[config.mk]
export PLATFORM = sky130hd
export DESIGN_NAME = complex_mult_requester
export DESIGN_NICKNAME = d
export VERILOG_FILES = /design/src/rtl/complex_mult_pkg.sv /design/src/rtl/sync_fifo.sv /design/src/rtl/complex_mult_requester.sv
export SDC_FILE = /design/constraint.sdc
export NUM_CORES = 1
export LEC_CHECK = 0
export CELL_PAD_IN_SITES_DETAIL_PLACEMENT = 1
export CELL_PAD_IN_SITES_GLOBAL_PLACEMENT = 1
export CORE_ASPECT_RATIO = 1.1
export CORE_UTILIZATION = 40
export DETAILED_ROUTE_END_ITERATION = 8
export PLACE_DENSITY = 0.75
export SLEW_MARGIN = 0
export SYNTH_ARGS = -nofsm -noshare
export SYNTH_HDL_FRONTEND = slang
export SYNTH_HIERARCHICAL = 1
export SYNTH_SLANG_ARGS = --single-unit
[constraint.sdc]
create_clock -name clk -period 18.4 [get_ports clk]
set_input_delay 4.6 -clock clk [delete_from_list [all_inputs] [get_ports clk]]
set_output_delay 4.6 -clock clk [all_outputs]
set_load 0.01 [all_outputs]
[src/rtl/complex_mult_pkg.sv]
// ============================================================================
//  Module   : complex_mult_pkg
//  Purpose  : Shared types, LFSR taps and expected-product helper for the
//             complex multiplier requester.
//  Revision : 1.0  initial release
// ============================================================================
`default_nettype none

package complex_mult_pkg;

    typedef enum logic [1:0] {
        IDLE  = 2'd0,
        RUN   = 2'd1,
        DRAIN = 2'd2,
        DONE  = 2'd3
    } state_t;

    localparam int          DATA_WIDTH_DEF = 8;
    // Galois right-shift mask for x^32 + x^22 + x^2 + x + 1
    localparam logic [31:0] LFSR_TAPS      = 32'h8020_0003;

    function automatic logic [31:0] lfsr_step(input logic [31:0] s);
        lfsr_step = s[0] ? ((s >> 1) ^ LFSR_TAPS) : (s >> 1);
    endfunction

    // Operands arrive sign-extended; the caller keeps the low 2*DATA_WIDTH bits.
    function automatic logic [63:0] cmul_expected(
        input logic signed [31:0] a,
        input logic signed [31:0] b,
        input logic signed [31:0] c,
        input logic signed [31:0] d
    );
        logic signed [31:0] re;
        logic signed [31:0] im;
        re = a * c - b * d;
        im = a * d + b * c;
        return {im, re};
    endfunction

endpackage

`default_nettype wire

[src/rtl/sync_fifo.sv]
// ============================================================================
//  Module   : sync_fifo
//  Purpose  : Single-clock FIFO holding operand sets of outstanding requests.
//  Revision : 1.0  initial release
// ============================================================================
`default_nettype none

module sync_fifo #(
    parameter int WIDTH = 32,
    parameter int DEPTH = 4
) (
    input  logic                     clk,
    input  logic                     rst,
    input  logic                     push,
    input  logic                     pop,
    input  logic [WIDTH-1:0]         din,
    output logic [WIDTH-1:0]         dout,
    output logic                     full,
    output logic                     empty,
    output logic [$clog2(DEPTH):0]   count
);

    localparam int AW = $clog2(DEPTH);

    logic [WIDTH-1:0] mem_q [DEPTH];
    logic [AW-1:0]    wr_ptr_q;
    logic [AW-1:0]    rd_ptr_q;
    logic [AW:0]      count_q;
    logic             do_push;
    logic             do_pop;

    assign full    = (count_q == (AW+1)'(DEPTH));
    assign empty   = (count_q == '0);
    assign count   = count_q;
    assign dout    = mem_q[rd_ptr_q];
    assign do_push = push && !full;
    assign do_pop  = pop && !empty;

    always_ff @(posedge clk) begin
        if (do_push) begin
            mem_q[wr_ptr_q] <= din;
        end
    end

    always_ff @(posedge clk) begin
        if (rst) begin
            wr_ptr_q <= '0;
            rd_ptr_q <= '0;
            count_q  <= '0;
        end else begin
            if (do_push) begin
                wr_ptr_q <= wr_ptr_q + AW'(1);
            end
            if (do_pop) begin
                rd_ptr_q <= rd_ptr_q + AW'(1);
            end
            case ({do_push, do_pop})
                2'b10:   count_q <= count_q + (AW+1)'(1);
                2'b01:   count_q <= count_q - (AW+1)'(1);
                default: count_q <= count_q;
            endcase
        end
    end

endmodule

`default_nettype wire

[src/rtl/complex_mult_requester.sv]
// ============================================================================
//  Module   : complex_mult_requester
//  Purpose  : LFSR-driven traffic source and result checker for a complex
//             multiplier with valid/ready handshakes on both sides.
//  Revision : 1.0  initial release
// ============================================================================
`default_nettype none

module complex_mult_requester
    import complex_mult_pkg::*;
#(
    parameter int          DATA_WIDTH = DATA_WIDTH_DEF,
    parameter int          FIFO_DEPTH = 4,
    parameter int          NUM_TRANS  = 16,
    parameter logic [31:0] LFSR_SEED  = 32'hACE1_5EED,
    parameter logic [7:0]  READY_PAT  = 8'hFF,
    parameter int          TIMEOUT    = 1024
) (
    input  logic                    clk,
    input  logic                    rst,
    input  logic                    start,
    input  logic                    op_ready,
    output logic                    op_val,
    output logic [DATA_WIDTH-1:0]   op_1_re,
    output logic [DATA_WIDTH-1:0]   op_1_im,
    output logic [DATA_WIDTH-1:0]   op_2_re,
    output logic [DATA_WIDTH-1:0]   op_2_im,
    input  logic                    res_val,
    input  logic [2*DATA_WIDTH-1:0] result_re,
    input  logic [2*DATA_WIDTH-1:0] result_im,
    output logic                    res_ready,
    output logic                    busy,
    output logic                    done,
    output logic                    timeout,
    output logic [15:0]             err_cnt
);

    localparam int          DW          = DATA_WIDTH;
    localparam int          OPW         = 4 * DATA_WIDTH;
    localparam int          RW          = 2 * DATA_WIDTH;
    localparam int          CW          = $clog2(FIFO_DEPTH);
    localparam int          IW          = $clog2(TIMEOUT + 1);
    localparam logic [15:0] NUM_TRANS_C = 16'(NUM_TRANS);
    localparam logic [IW-1:0] TIMEOUT_C = IW'(TIMEOUT);

    state_t          state_q;
    logic [31:0]     lfsr_q;
    logic [15:0]     issued_q;
    logic [15:0]     received_q;
    logic [15:0]     err_cnt_q;
    logic [IW-1:0]   idle_cnt_q;
    logic [2:0]      phase_q;
    logic            timeout_q;

    logic            fifo_full;
    logic            fifo_empty;
    logic            fifo_clr;
    logic            fifo_pop;
    logic [CW:0]     fifo_count;
    logic [OPW-1:0]  fifo_dout;
    logic            op_hs;
    logic            res_hs;
    logic            timed_out;
    logic            drained;
    logic            mismatch;
    logic [15:0]     issued_d;
    logic [15:0]     received_d;
    logic [63:0]     exp_w;
    logic            unused_bits;

    assign busy      = (state_q == RUN) || (state_q == DRAIN);
    assign done      = (state_q == DONE);
    assign timeout   = timeout_q;
    assign err_cnt   = err_cnt_q;
    assign op_val    = (state_q == RUN) && !fifo_full;
    assign res_ready = READY_PAT[phase_q] & busy;
    assign {op_2_im, op_2_re, op_1_im, op_1_re} = op_val ? lfsr_q[OPW-1:0] : '0;

    assign op_hs      = op_val && op_ready;
    assign res_hs     = res_val && res_ready;
    assign fifo_pop   = res_hs && !fifo_empty;
    assign issued_d   = issued_q + 16'(op_hs);
    assign received_d = received_q + 16'(fifo_pop);
    assign timed_out  = busy && (idle_cnt_q == TIMEOUT_C);
    assign drained    = (state_q == DRAIN) && (received_d == NUM_TRANS_C);
    // Leaving for DONE flushes anything a timeout left behind.
    assign fifo_clr   = rst || timed_out || drained;

    assign exp_w = cmul_expected(32'($signed(fifo_dout[DW-1:0])),
                                 32'($signed(fifo_dout[2*DW-1:DW])),
                                 32'($signed(fifo_dout[3*DW-1:2*DW])),
                                 32'($signed(fifo_dout[4*DW-1:3*DW])));
    assign mismatch    = (result_re != exp_w[RW-1:0]) || (result_im != exp_w[32+RW-1:32]);
    assign unused_bits = ^{exp_w[63:32+RW], exp_w[31:RW], fifo_count};

    sync_fifo #(
        .WIDTH (OPW),
        .DEPTH (FIFO_DEPTH)
    ) u_fifo (
        .clk   (clk),
        .rst   (fifo_clr),
        .push  (op_hs),
        .pop   (fifo_pop),
        .din   (lfsr_q[OPW-1:0]),
        .dout  (fifo_dout),
        .full  (fifo_full),
        .empty (fifo_empty),
        .count (fifo_count)
    );

    always_ff @(posedge clk) begin
        if (rst) begin
            state_q    <= IDLE;
            lfsr_q     <= LFSR_SEED;
            issued_q   <= '0;
            received_q <= '0;
            err_cnt_q  <= '0;
            idle_cnt_q <= '0;
            phase_q    <= '0;
            timeout_q  <= 1'b0;
        end else begin
            phase_q <= phase_q + 3'd1;
            case (state_q)
                IDLE, DONE: begin
                    if (start) begin
                        state_q    <= RUN;
                        lfsr_q     <= LFSR_SEED;
                        issued_q   <= '0;
                        received_q <= '0;
                        err_cnt_q  <= '0;
                        idle_cnt_q <= '0;
                        timeout_q  <= 1'b0;
                    end
                end
                RUN, DRAIN: begin
                    if (op_hs) begin
                        lfsr_q <= lfsr_step(lfsr_q);
                    end
                    issued_q   <= issued_d;
                    received_q <= received_d;
                    // A result with nothing outstanding counts as an error too.
                    if (res_hs && (fifo_empty || mismatch) && (err_cnt_q != 16'hFFFF)) begin
                        err_cnt_q <= err_cnt_q + 16'd1;
                    end
                    idle_cnt_q <= (op_hs || res_hs) ? '0 : idle_cnt_q + IW'(1);
                    if (timed_out) begin
                        state_q   <= DONE;
                        timeout_q <= 1'b1;
                    end else if ((state_q == RUN) && (issued_d == NUM_TRANS_C)) begin
                        state_q <= DRAIN;
                    end else if (drained) begin
                        state_q <= DONE;
                    end
                end
                default: state_q <= IDLE;
            endcase
        end
    end

endmodule

`default_nettype wire

; ---- Yosys cells after proc, flatten, opt, wreduce, memory -nomap -nowiden
; Memories as Yosys holds them, arrays and structs flattened. A register that Yosys moved wholly into a read port is not among the register bits.
; Index checks and enable logic that the tools add are counted.
[totals]
regBits = 104
ram_bits = 128
mem_bits_ro = 8
input_bits = 37
n_memories = 2
[mem_list]
columns = memory, depth, width, rd, rd_ports_with_merged_regs, write_ports, line_no
row1 = u_fifo.mem_q, 4, 32, 1, 1, 1, sync_fifo.sv:25  ; logic [WIDTH-1:0] mem_q [DEPTH];
row2 = (name not given), 8, 1, 1, 1, 0, complex_mult_requester.sv:76  ; assign res_ready = READY_PAT[phase_q] & busy;
[classes]
addsub = 11
n_mul = 4
magnitude_cmp = 1
n_eq_ne = 17
muxes = 28
bitwise_logic = 2
reduce_logical = 28
[op_table]
columns = operator, count
row1 = 2-to-1 mux 32 bit, 4
row2 = case mux 16 bit (2 select lines), 3
row3 = multiplier 8 x 8 -> 16 bit, 4
row4 = case mux 32 bit (2 select lines), 1
row5 = adder 16 x 1 -> 16 bit, 2
row6 = "equality test 16 x 5 -> 1 bit, second input constant", 2
row7 = 2-to-1 mux 16 bit, 2
row8 = inequality test 16 bit, 2
row9 = 2-to-1 mux 11 bit, 2
row10 = case mux 11 bit (2 select lines), 1
row11 = "adder 16 x 1 -> 16 bit, second input constant", 1
row12 = adder 16 bit, 1
row13 = "inequality test 16 bit, second input constant", 1
row14 = subtractor 16 bit, 1
row15 = 2-to-1 mux 2 bit, 6
row16 = "adder 11 x 1 -> 11 bit, second input constant", 1
row17 = "equality test 11 bit, second input constant", 1
row18 = logical AND 1 bit, 11
row19 = "inequality test 2 bit, second input constant", 4
row20 = AND reduction 2 bit, 4
row21 = "adder 3 x 1 -> 3 bit, second input constant", 2
row22 = "equality test 2 bit, second input constant", 3
row23 = logical OR 1 bit, 6
row24 = case mux 3 bit (2 select lines), 1
row25 = other kinds (17), 25

; ---- Longest topological paths before layout
[depth]
word_depth = 12
ltp_mapped = 28

; ---- Hierarchy
; The synthesis kept the hierarchy.
[by_module_without_submodules]
columns = module, instances, cells_each, area_each_um2, seq_area_each_um2
row1 = complex_mult_requester, 1, 1765, 15347.2, 1881.8
row2 = sync_fifo, 1, 221, 5143.7, 4023.9

; ---- Worst setup path after synthesis
; No wires, ideal clock.
[synth_path]
path_type = input port to flip-flop
from = input res_val
to = register u_fifo.wr_ptr_q[1]
arrival_ns = 7.040
t_required_ns = 18.273
setup_slack_ns = 11.233
stages = 15
cell_sequence = nand2_1 nor2_1 ha_1 ha_1 nand3_1 nor2_1 and3_1 clkbuf_1 xor2_1 nor4_1 nand4_1 nand2_1 buf_1 nand2b_1 mux2i_1
[synth_via]
elab_chain_len = 6
[synth_rtl]
columns = element, line_no
row1 = start: declaration, complex_mult_requester.sv:28  ; input logic res_val,
row2 = logical AND 1 bit, complex_mult_requester.sv:80  ; assign res_hs = res_val && res_ready;
row3 = logical AND 1 bit, complex_mult_requester.sv:81  ; assign fifo_pop = res_hs && !fifo_empty;
row4 = net fifo_pop, complex_mult_requester.sv:58  ; logic fifo_pop;
row5 = adder 16 x 1 -> 16 bit, complex_mult_requester.sv:83  ; assign received_d = received_q + 16'(fifo_pop);
row6 = equality test 16 x 5 -> 1 bit, complex_mult_requester.sv:85  ; assign drained = (state_q == DRAIN) && (received_d == NUM_TRANS_C);
row7 = logical AND 1 bit, complex_mult_requester.sv:85
row8 = logical OR 1 bit, complex_mult_requester.sv:87  ; assign fifo_clr = rst || timed_out || drained;
row9 = net fifo_clr, complex_mult_requester.sv:57  ; logic fifo_clr;
row10 = end signal: assignment, sync_fifo.sv:52  ; wr_ptr_q <= wr_ptr_q + AW'(1);
row11 = end: declaration, sync_fifo.sv:26  ; logic [AW-1:0] wr_ptr_q;
; The timed path passes the listed nets, and every way through them passes these cells.
; A chain may end at the register's enable or synchronous reset.

==> metrics.yaml <==
path_cells: "buf_4 > mux4_2 > nand2_1 > inv_1 > fa_1 > inv_1 > fa_1 > fa_1 > fa_1 > fa_1 > fa_1 > inv_1 > ha_1 > a21o_1 > a211oi_1 > nand4_1 > nor4b_1 > nand3_1 > nor4_2 > nand4_1 > nand3_1 > a21oi_1"
synth_edf_count: 128
final_nets: 2437
num-fill-cells: 5626
critPathMostFrequentCell: "fa_1"
cp_max_fo: 24
holdPathStages: 2
synth-main-ff-cell: "edfxtp_1"
viasPerCell: 5.403
syn_area_sq_um: 20490
layout_min_cycle_time_ns: 8.808
cts_root_buffer: "clkbuf_16"
fp-row-count: 86
cts_setup_buffers: 0
io_pins: 90
drc: 0
yosysUniqueCellTypes: 67
overflow: 0
antenna_left: 0
fin_skew_ns: 0.009981
cts_sinks: 231
crit_path_end_kind: "flip-flop"
grt_setup_unrepaired: "false"
ctsHoldBuffers: 0
required_ns: 18.75
io_buffers: 89
arrival_ns: 9.16
worstSetupPathType: "flip-flop to flip-flop"
tightest_slew_ns: 1.128
hold_path_startpoint: "received_q[0]"
status: "finished, final reports clean"
timing.slew.headroom: 0.2453
drt_wl_total_mm: 53.52
regToRegSetupSlack_ns: 9.59
hold_end: "received_q[0]"
r2r_cells: 22
ys_ff_latch: 231
syn-instance-count: 1986
hp-class: "flip-flop to flip-flop"
post_route_cells_drive_above_1_share: 0.04637
numCtsBuffers: 21
syn_to_final_growth_pct: 10.03
place_congestion: 0.8419
slowest_stage: "mux4_2"
report.final.slew_viol_count: 0
yosysWarnings: 6
routed-via-count: 14522
htreeDepth: 1
antenna_found_initial: 0
die_w_um: 217.8
synthArstFlopShare: 0
dp_cells: 2649
worst_path_largest_cell_delay_ns: 0.76
tns_ns: 0
fin_crit_sh: 0.4787
gr-usage-all-layers: 0.2117
ys_seq_area_frac: 0.2882
max_freq_ghz: 0.1135
cp-start-kind: "flip-flop"
final_cell_count_no_fill: 2688
hold_violations: 0
initial_core_util: 0.4069
final-setup-viol-count: 0
drt-initial-drc-count: 686
drv_cap: 0
fin_util: 0.4477
cts_buffer_depth: 3
insertion_delay_ns: 0.51
r2r-end: "err_cnt[1]"
syn_nets: 2411
placeableCoreArea_sq_um: 50360
grt_pass1_wl_mm: 86.65
cts_resized: 0
clkTransAtPathRegs_ns: 0.06
drt-wirelength-per-cell_um: 19.91
hpwl_mm: 40.29
die_h_um: 239.4
grt_pass1_vias: 16197
dieArea_sq_um: 52140
dr.pass1.iters: 5
synth_area_per_cell_sq_um: 10.32
grt_start_max_net_pins: 68
cts_tree: "done"
-- placed cells by master, fill, tap and decap left out, drive strengths merged, types with 28 or more instances in the layout --
cell	count
nand3	59
a21oi	69
and2	155
xnor2	64
nand2	208
ha	123
nor2	93
o21ai	56
inv	249
clkbuf	29
mux4	32
fa	265
xor2	28
dfxtp	103
edfxtp	128
clkdlybuf4s50	88
-- flip-flops by register name (all words and copies together) (netlist names), 3 cells and up, named ones only --
register and count:
err_cnt 16, idle_cnt_q 11, issued_q 16, lfsr_q 32, received_q 16, u_fifo/count 3
u_fifo/mem_q 128
-- worst max-delay path by stage --
stage,to,depth (start not counted)
6_report,err_cnt[1],22
5_1_grt,err_cnt[1],22
4_1_cts,err_cnt[1],22
3_5_place_dp,err_cnt[1],22
3_3_place_gp,err_cnt[1],23
2_1_floorplan,u_fifo/wr_ptr_q[1],15
-- stage by stage --
stage | cell area [sq um] | setup WS [ns] | hold WS [ns]
3_3_place_gp | 21840 | 9.775 | 0.4600
3_5_place_dp | 21840 | 9.556 | 0.4788
2_1_floorplan | 20490 | 11.23 | 0.4392
4_1_cts | 22540 | 9.548 | 0.4886
6_report | 22550 | 9.592 | 0.4885
5_1_grt | 22540 | 9.208 | 0.5104
-- cells by family (layout without fill, tap and decap cells) --
family / Yosys count / count (layout) / synth area share
and+or+nand+nor: 663 / 663 / 0.1634
adders and majority gates: 388 / 388 / 0.3340
buffers and inverters: 344 / 385 / 0.06711
AOI/OAI and AO/OA: 232 / 232 / 0.07046
DFF: 231 / 231 / 0.2882
xor gates and xnor gates: 92 / 92 / 0.03932
muxes: 36 / 36 / 0.03749
other: 0 / 1 / 0
-- synth_stat cells, drive strengths merged, types with 3 or more instances --
| library cell | n | area (sq um) |
|---|---|---|
| o211ai | 13 | 97.59 |
| nor4 | 10 | 75.07 |
| a311oi | 7 | 61.31 |
| ha | 123 | 1539 |
| o21bai | 6 | 45.04 |
| a22oi | 16 | 120.1 |
| xor2 | 28 | 245.2 |
| a211oi | 5 | 37.54 |
| a21o | 6 | 45.04 |
| nor2b | 15 | 93.84 |
| nor2 | 93 | 349.1 |
| mux4 | 32 | 728.2 |
| edfxtp | 128 | 3844 |
| o21ai | 56 | 280.3 |
| mux2i | 4 | 40.04 |
| a31oi | 20 | 125.1 |
| nand3 | 59 | 295.3 |
| inv | 248 | 930.9 |
| xnor2 | 64 | 560.5 |
| or3 | 16 | 100.1 |
| nand2 | 208 | 780.8 |
| and2 | 155 | 969.7 |
| nand4 | 16 | 100.1 |
| a21oi | 69 | 345.3 |
| and3 | 21 | 131.4 |
| or2 | 5 | 31.28 |
| clkbuf | 77 | 290.3 |
| nor4b | 7 | 61.31 |
| o21a | 3 | 22.52 |
| nor3b | 3 | 27.52 |
| buf | 19 | 153.9 |
| fa | 265 | 5305 |
| nand2b | 20 | 125.1 |
| o31ai | 8 | 65.06 |
| nor3 | 27 | 140.1 |
| a31o | 5 | 43.79 |
| and4 | 3 | 28.78 |
| dfxtp | 103 | 2062 |
-- area by class of cell --
cell class	instances	area, sq um	area share
inverter	248	930.9	0.04129
clock inverter	9	101.3	0.004495
antenna	1	2.502	0.0001110
clock buffer	29	605.6	0.02686
sequential	231	5907	0.2620
timing repair buffer	99	960.9	0.04262
tap	660	825.8	0.03663
multi-input combinational	1411	13210	0.5860
-- metal layers --
layer  track usage  up-vias  part of all wire
met2        0.3832      305              0.51
met1        0.2610     7513              0.42
met3       0.01448      101             0.035
met5             0        -                 0
met4       0.08455        0             0.038
li1              -     6603                 -
-- worst max-delay path: cells and delay by family, from the launching register on --
kind / cells / cell delay (ns)
adders and majority gates: 7 / 3.42
and+or+nand+nor: 7 / 2.24
DFF: 1 / 0.52
AOI/OAI and AO/OA: 3 / 0.93
muxes: 1 / 0.76
buffers and inverters: 4 / 0.76
Power is left out: the tool's default activity adds up to more than one toggle a clock period on the data nets, which glitch-free logic cannot reach.
